==> src/rtl/controller_request_sender.sv <==
// controller_request_sender: FIFO-buffered request/setup/confirm initiator for the P/Q register controller.
// Define CTRL_REQUEST_SENDER_DROP_COUNT_EN to add the saturating drop_count output.
module controller_request_sender #(
  parameter int DEPTH = 4,
  parameter int SETUP_CYC = 2,
  parameter int GAP_CYC = 1
) (
  input  logic clock,
  input  logic reset,
  input  logic push_valid,
  input  logic push_target,
  input  logic [6:0] push_data,
  output logic push_ready,
  output logic request,
  output logic confirm,
  output logic [7:0] inputData,
  output logic busy,
  output logic [$clog2(DEPTH):0] fifo_count
`ifdef CTRL_REQUEST_SENDER_DROP_COUNT_EN
  , output logic [7:0] drop_count
`endif
);
  localparam int AW = $clog2(DEPTH);
  localparam int MAXC = SETUP_CYC > GAP_CYC ? SETUP_CYC : GAP_CYC;
  localparam int CW = MAXC > 2 ? $clog2(MAXC) : 1;
  typedef enum logic [2:0] {IDLE, REQ, SETUP, CONF, GAP} stateT;
  stateT state, nextState;
  logic [CW-1:0] cnt, nextCnt;
  logic [7:0] mem [DEPTH];
  logic [AW-1:0] wrPtr, rdPtr;
  logic [7:0] nextData;
  logic pushFire, pop;
  // push_ready depends only on the registered count, never on this cycle's pop
  assign push_ready = fifo_count != (AW+1)'(DEPTH);
  assign pushFire = push_valid & push_ready;
  assign pop = state == IDLE && fifo_count != '0;
  assign busy = state != IDLE;
  always_comb begin
    nextState = state;
    nextCnt = cnt;
    nextData = inputData;
    case (state)
      IDLE: if (pop) begin
        nextState = REQ;
        nextData = mem[rdPtr];
      end
      REQ: begin
        nextState = SETUP;
        nextCnt = CW'(SETUP_CYC - 1);
      end
      SETUP: if (cnt == '0) nextState = CONF; else nextCnt = cnt - 1'b1;
      CONF: begin
        nextState = (GAP_CYC == 0) ? IDLE : GAP;
        nextCnt = CW'(GAP_CYC - 1);
        nextData = '0;
      end
      GAP: if (cnt == '0) nextState = IDLE; else nextCnt = cnt - 1'b1;
      default: nextState = IDLE;
    endcase
  end
  always_ff @(posedge clock) begin
    if (pushFire) mem[wrPtr] <= {push_data, push_target};
  end
  // request/confirm/inputData are registered from the next-state decode
  always_ff @(posedge clock or negedge reset) begin
    if (!reset) begin
      state <= IDLE;
      cnt <= '0;
      request <= 1'b0;
      confirm <= 1'b0;
      inputData <= '0;
      wrPtr <= '0;
      rdPtr <= '0;
      fifo_count <= '0;
    end else begin
      state <= nextState;
      cnt <= nextCnt;
      request <= nextState == REQ;
      confirm <= nextState == CONF;
      inputData <= nextData;
      wrPtr <= wrPtr + AW'(pushFire);
      rdPtr <= rdPtr + AW'(pop);
      fifo_count <= fifo_count + (AW+1)'(pushFire) - (AW+1)'(pop);
    end
  end
`ifdef CTRL_REQUEST_SENDER_DROP_COUNT_EN
  always_ff @(posedge clock or negedge reset) begin
    if (!reset) drop_count <= '0;
    else if (push_valid && !push_ready && drop_count != 8'hFF) drop_count <= drop_count + 8'd1;
  end
`endif
endmodule

==> config.mk <==
export PLATFORM = sky130hd
export DESIGN_NAME = controller_request_sender
export DESIGN_NICKNAME = d
export VERILOG_FILES = /design/src/rtl/controller_request_sender.sv
export SDC_FILE = /design/constraint.sdc
export NUM_CORES = 1
export LEC_CHECK = 0
export BUFFER_PORTS_ARGS = -buffer_cell sky130_fd_sc_hd__clkbuf_2
export CAP_MARGIN = 10
export CORE_MARGIN = 2
export CORE_UTILIZATION = 55
export CTS_BUF_LIST = sky130_fd_sc_hd__clkbuf_16
export CTS_CLUSTER_DIAMETER = 40
export DETAILED_ROUTE_END_ITERATION = 16
export PLACE_DENSITY = 0.83
export SLEW_MARGIN = 20
export SYNTH_ARGS = -nofsm -noshare
export SYNTH_HDL_FRONTEND = slang
export SYNTH_SLANG_ARGS = --single-unit
==> constraint.sdc <==
create_clock -name clock -period 3.6 [get_ports clock]
set_input_delay 0.36 -clock clock [delete_from_list [all_inputs] [get_ports clock]]
set_output_delay 0.36 -clock clock [all_outputs]
set_load 0.005 [all_outputs]
==> impl_metrics.py <==
metrics = {
    "logic_synthesis": {
        "synth-edff-count": 32,
        "ys_types": 31,
        "synth_warnings": 0,
        "syn_nets": 124,
        "ys_seq_area_share_pct": 72.3,
        "yosys.area.top_type": "edfxtp_1",
        "async_flop_share_pct": 39.6,
        "ys_seq_elements": 53,
        "synth_top_flop_cell": "edfxtp_1",
        "synth_area_um2": 2060,
        "yosys-top-cells-area": "edfxtp_1 47%, dfrtp_1 26%, mux4_2 8.8%",
        "syn_inst": 109,
        "synth_top_area_share_pct": 46.7,
        "avgSynthCellArea_um2": 18.9,
    },
    "placed_design": {
        "placed_cells": 181,
        "placed_cell_area_um2": 2240,
        "io_buffers": 25,
        "gp_congestion": 0.694,
        "dp_hpwl_mm": 2.19,
    },
    "clocking": {
        "cts_root_buf": "clkbuf_16",
        "post_cts_resized": 0,
        "htreeDepth": 2,
        "clk_path_buf_depth": 2,
        "tritoncts": "yes",
        "clock_latency_ns": 0.29,
        "holdBufCountCts": 0,
        "cts_num_sinks": 53,
        "cts_made_buffers": 5,
        "clkTransAtPathRegs_ns": 0.07,
        "postCtsSetupBuffers": 0,
    },
    "power": {
        "ir_drop_uv": 502,
        "p_leak_nw": 0.978,
        "powerDensity_nw_per_um2": 918,
    },
    "timing": {
        "worst_pin_slew_ns": 0.590,
        "setup_violations": 0,
        "slew_headroom_pct": 60.7,
        "hold_viol_final": 0,
        "timing.fmax_ghz": 0.424,
        "period_share_pct": 65.5,
        "period_minus_slack_ns": 2.36,
        "finalClockSkew_ns": 0.00644,
        "final_max_slew_viol_count": 0,
        "hold_slack_ns": 0.0214,
        "rsz0062_at_grt": "no",
        "final.setup.tns_ns": 0,
    },
    "run_status": {
        "status": "completed",
    },
    "setup_path": {
        "r2r-end": "fifo_count[2]",
        "cp.arrival_ns": 2.57,
        "reg2reg_depth": 9,
        "r2r_slack_ns": 1.24,
        "critical_path_class": "flop to flop",
        "endpoint_kind": "flop",
        "r2r_start": "fifo_count[1]",
        "required_ns": 3.81,
        "crit_fanout": 11,
        "cpPeakStageDelay_ns": 0.44,
        "cp_cell_sequence": "or3_4, and2_4, ha_1, inv_1, ha_1, inv_1, fa_1, xnor2_1, xnor2_1",
        "critPathSlowestCell": "dfrtp_1",
        "worstSetupStartpointType": "flop",
    },
    "routing": {
        "via_per_inst": 5.48,
        "first_iter_violations": 60,
        "antenna_left": 0,
        "drtPass1Iterations": 4,
        "post_drt_wl_per_cell_um": 17.4,
        "routed_wl_mm": 3.29,
        "vias": 1035,
        "drcViolationCount": 0,
    },
    "grt": {
        "grt_pass1_vias": 1088,
        "antenna_found_initial": 0,
        "grt_pass1_wl_mm": 5.43,
        "grt_max_degree": 22,
        "grt_overflow_total": 0,
        "grt_usage_pct": 18.9,
    },
    "cells_and_area": {
        "final_cells": 189,
        "drive_gt1_share_pct": 35.5,
        "final_nets": 155,
        "n_antenna_cell": 0,
        "fillers": 264,
        "area_growth_pct": 15.5,
        "design_area_um2": 2380,
    },
    "die": {
        "io_pins": 26,
        "start_util_pct": 56.6,
        "core_area_um2": 3630,
        "rows": 22,
        "die_h_um": 65.2,
        "fp.dieW_um": 65.2,
        "dieArea_um2": 4250,
    },
    "job": {
        "maxCapViolCount": 0,
    },
    "hold_path": {
        "hp-class": "input pin to asynchronous set/reset pin",
    },
}
==> worst max-delay path, delay by kind of cell (launching register included) <==
| kind | cells | cell delay [ns] |
|---|---|---|
| xor gates and xnor gates | 2 | 0.35 |
| buffers and inverters | 2 | 0.09 |
| and+or+nand+nor | 2 | 0.62 |
| adders and majority gates | 3 | 0.77 |
| DFF | 1 | 0.44 |
==> through the flow <==
stage	worst slack, ns	power (W)	utilization, %
final	1.24	0.00218	65.4
after global routing	1.12	0.00232	65.4
after detailed placement	1.24	0.00175	61.6
after CTS	1.23	0.00221	65.4
after floorplan	1.27	0.00153	-
after global placement	1.33	0.00170	61.6
==> synthesized netlist by cell type, types with 2 or more instances <==
cell and number:
xor2_1 2, nor3b_1 3, ha_1 3, dfrtp_1 21
nor2_1 2, edfxtp_1 32, mux4_2 8, xnor2_1 4
a22o_1 8, inv_1 5
==> flip-flops by register name (all words and copies together) (netlist names) <==
register    flops
inputData       8
confirm         1
mem            32
request         1
rdPtr           2
fifo_count      3
state           3
cnt             1
wrPtr           2
==> worst max-delay path by stage <==
stage               depth (start not counted)          start  slack (ns)       endpoint
floorplan                                  10  fifo_count[1]        1.27  fifo_count[2]
global placement                            9  fifo_count[1]        1.33  fifo_count[2]
detailed placement                          9  fifo_count[1]        1.24  fifo_count[2]
CTS                                         9  fifo_count[1]        1.23  fifo_count[2]
global route                                9  fifo_count[1]        1.12  fifo_count[2]
finish                                      9  fifo_count[1]        1.24  fifo_count[2]
==> metal layers <==
| layer | wire length, um | track usage [%] |
|---|---|---|
| met5 | 0 | 0 |
| met4 | 104 | 12.5 |
| met3 | 178 | 4.45 |
| met2 | 1810 | 32.2 |
| met1 | 1200 | 21.1 |
==> placed cells by master (no fill, tap or decap) <==
master and instances:
nor3_1 1, dfrtp_1 21, and2b_1 1, a32o_1 1
mux4_2 8, or3_4 1, fa_1 1, a21oi_1 1
or3b_1 1, ha_1 3, edfxtp_1 32, inv_1 6
nand3_1 1, xor2_1 2, clkinv_2 2, or2_2 1
nand2_1 1, inv_2 1, a22o_1 8, nor3b_1 3
a22oi_4 1, nor3_4 1, and2_4 1, clkbuf_2 25
and3_1 1, xnor2_1 4, clkbuf_16 5, nor2_1 2
buf_4 3, a211oi_1 1, and2_2 1
==> final cells by class <==
cell class / count / area [um2] / area share (%)
Sequential cell: 53 / 1490 / 62.6
Multi-Input combinational cell: 46 / 520 / 21.9
Clock inverter: 3 / 13.8 / 0.579
Tap cell: 48 / 60.1 / 2.53
Inverter: 6 / 22.5 / 0.948
Timing Repair Buffer: 28 / 148 / 6.21
Clock buffer: 5 / 125 / 5.27
==> logic make-up after synthesis <==
family | share of synthesized area, %
adder cells (fa/ha/maj) | 2.80
buffers and inverters | 2.43
flip-flops | 72.3
AO/OA/AOI/OAI | 5.54
AND/OR/NAND/NOR | 5.66
XOR/XNOR | 2.55
multiplexers | 8.76
==> report_power, final <==
group | total [W] | internal (W) | switching, W
logic | 0.000707 | 0.000387 | 0.000320
clock network | 0.000452 | 0.000253 | 0.000200
registers | 0.00102 | 0.000850 | 0.000173
(Power assumes the default switching activity.)
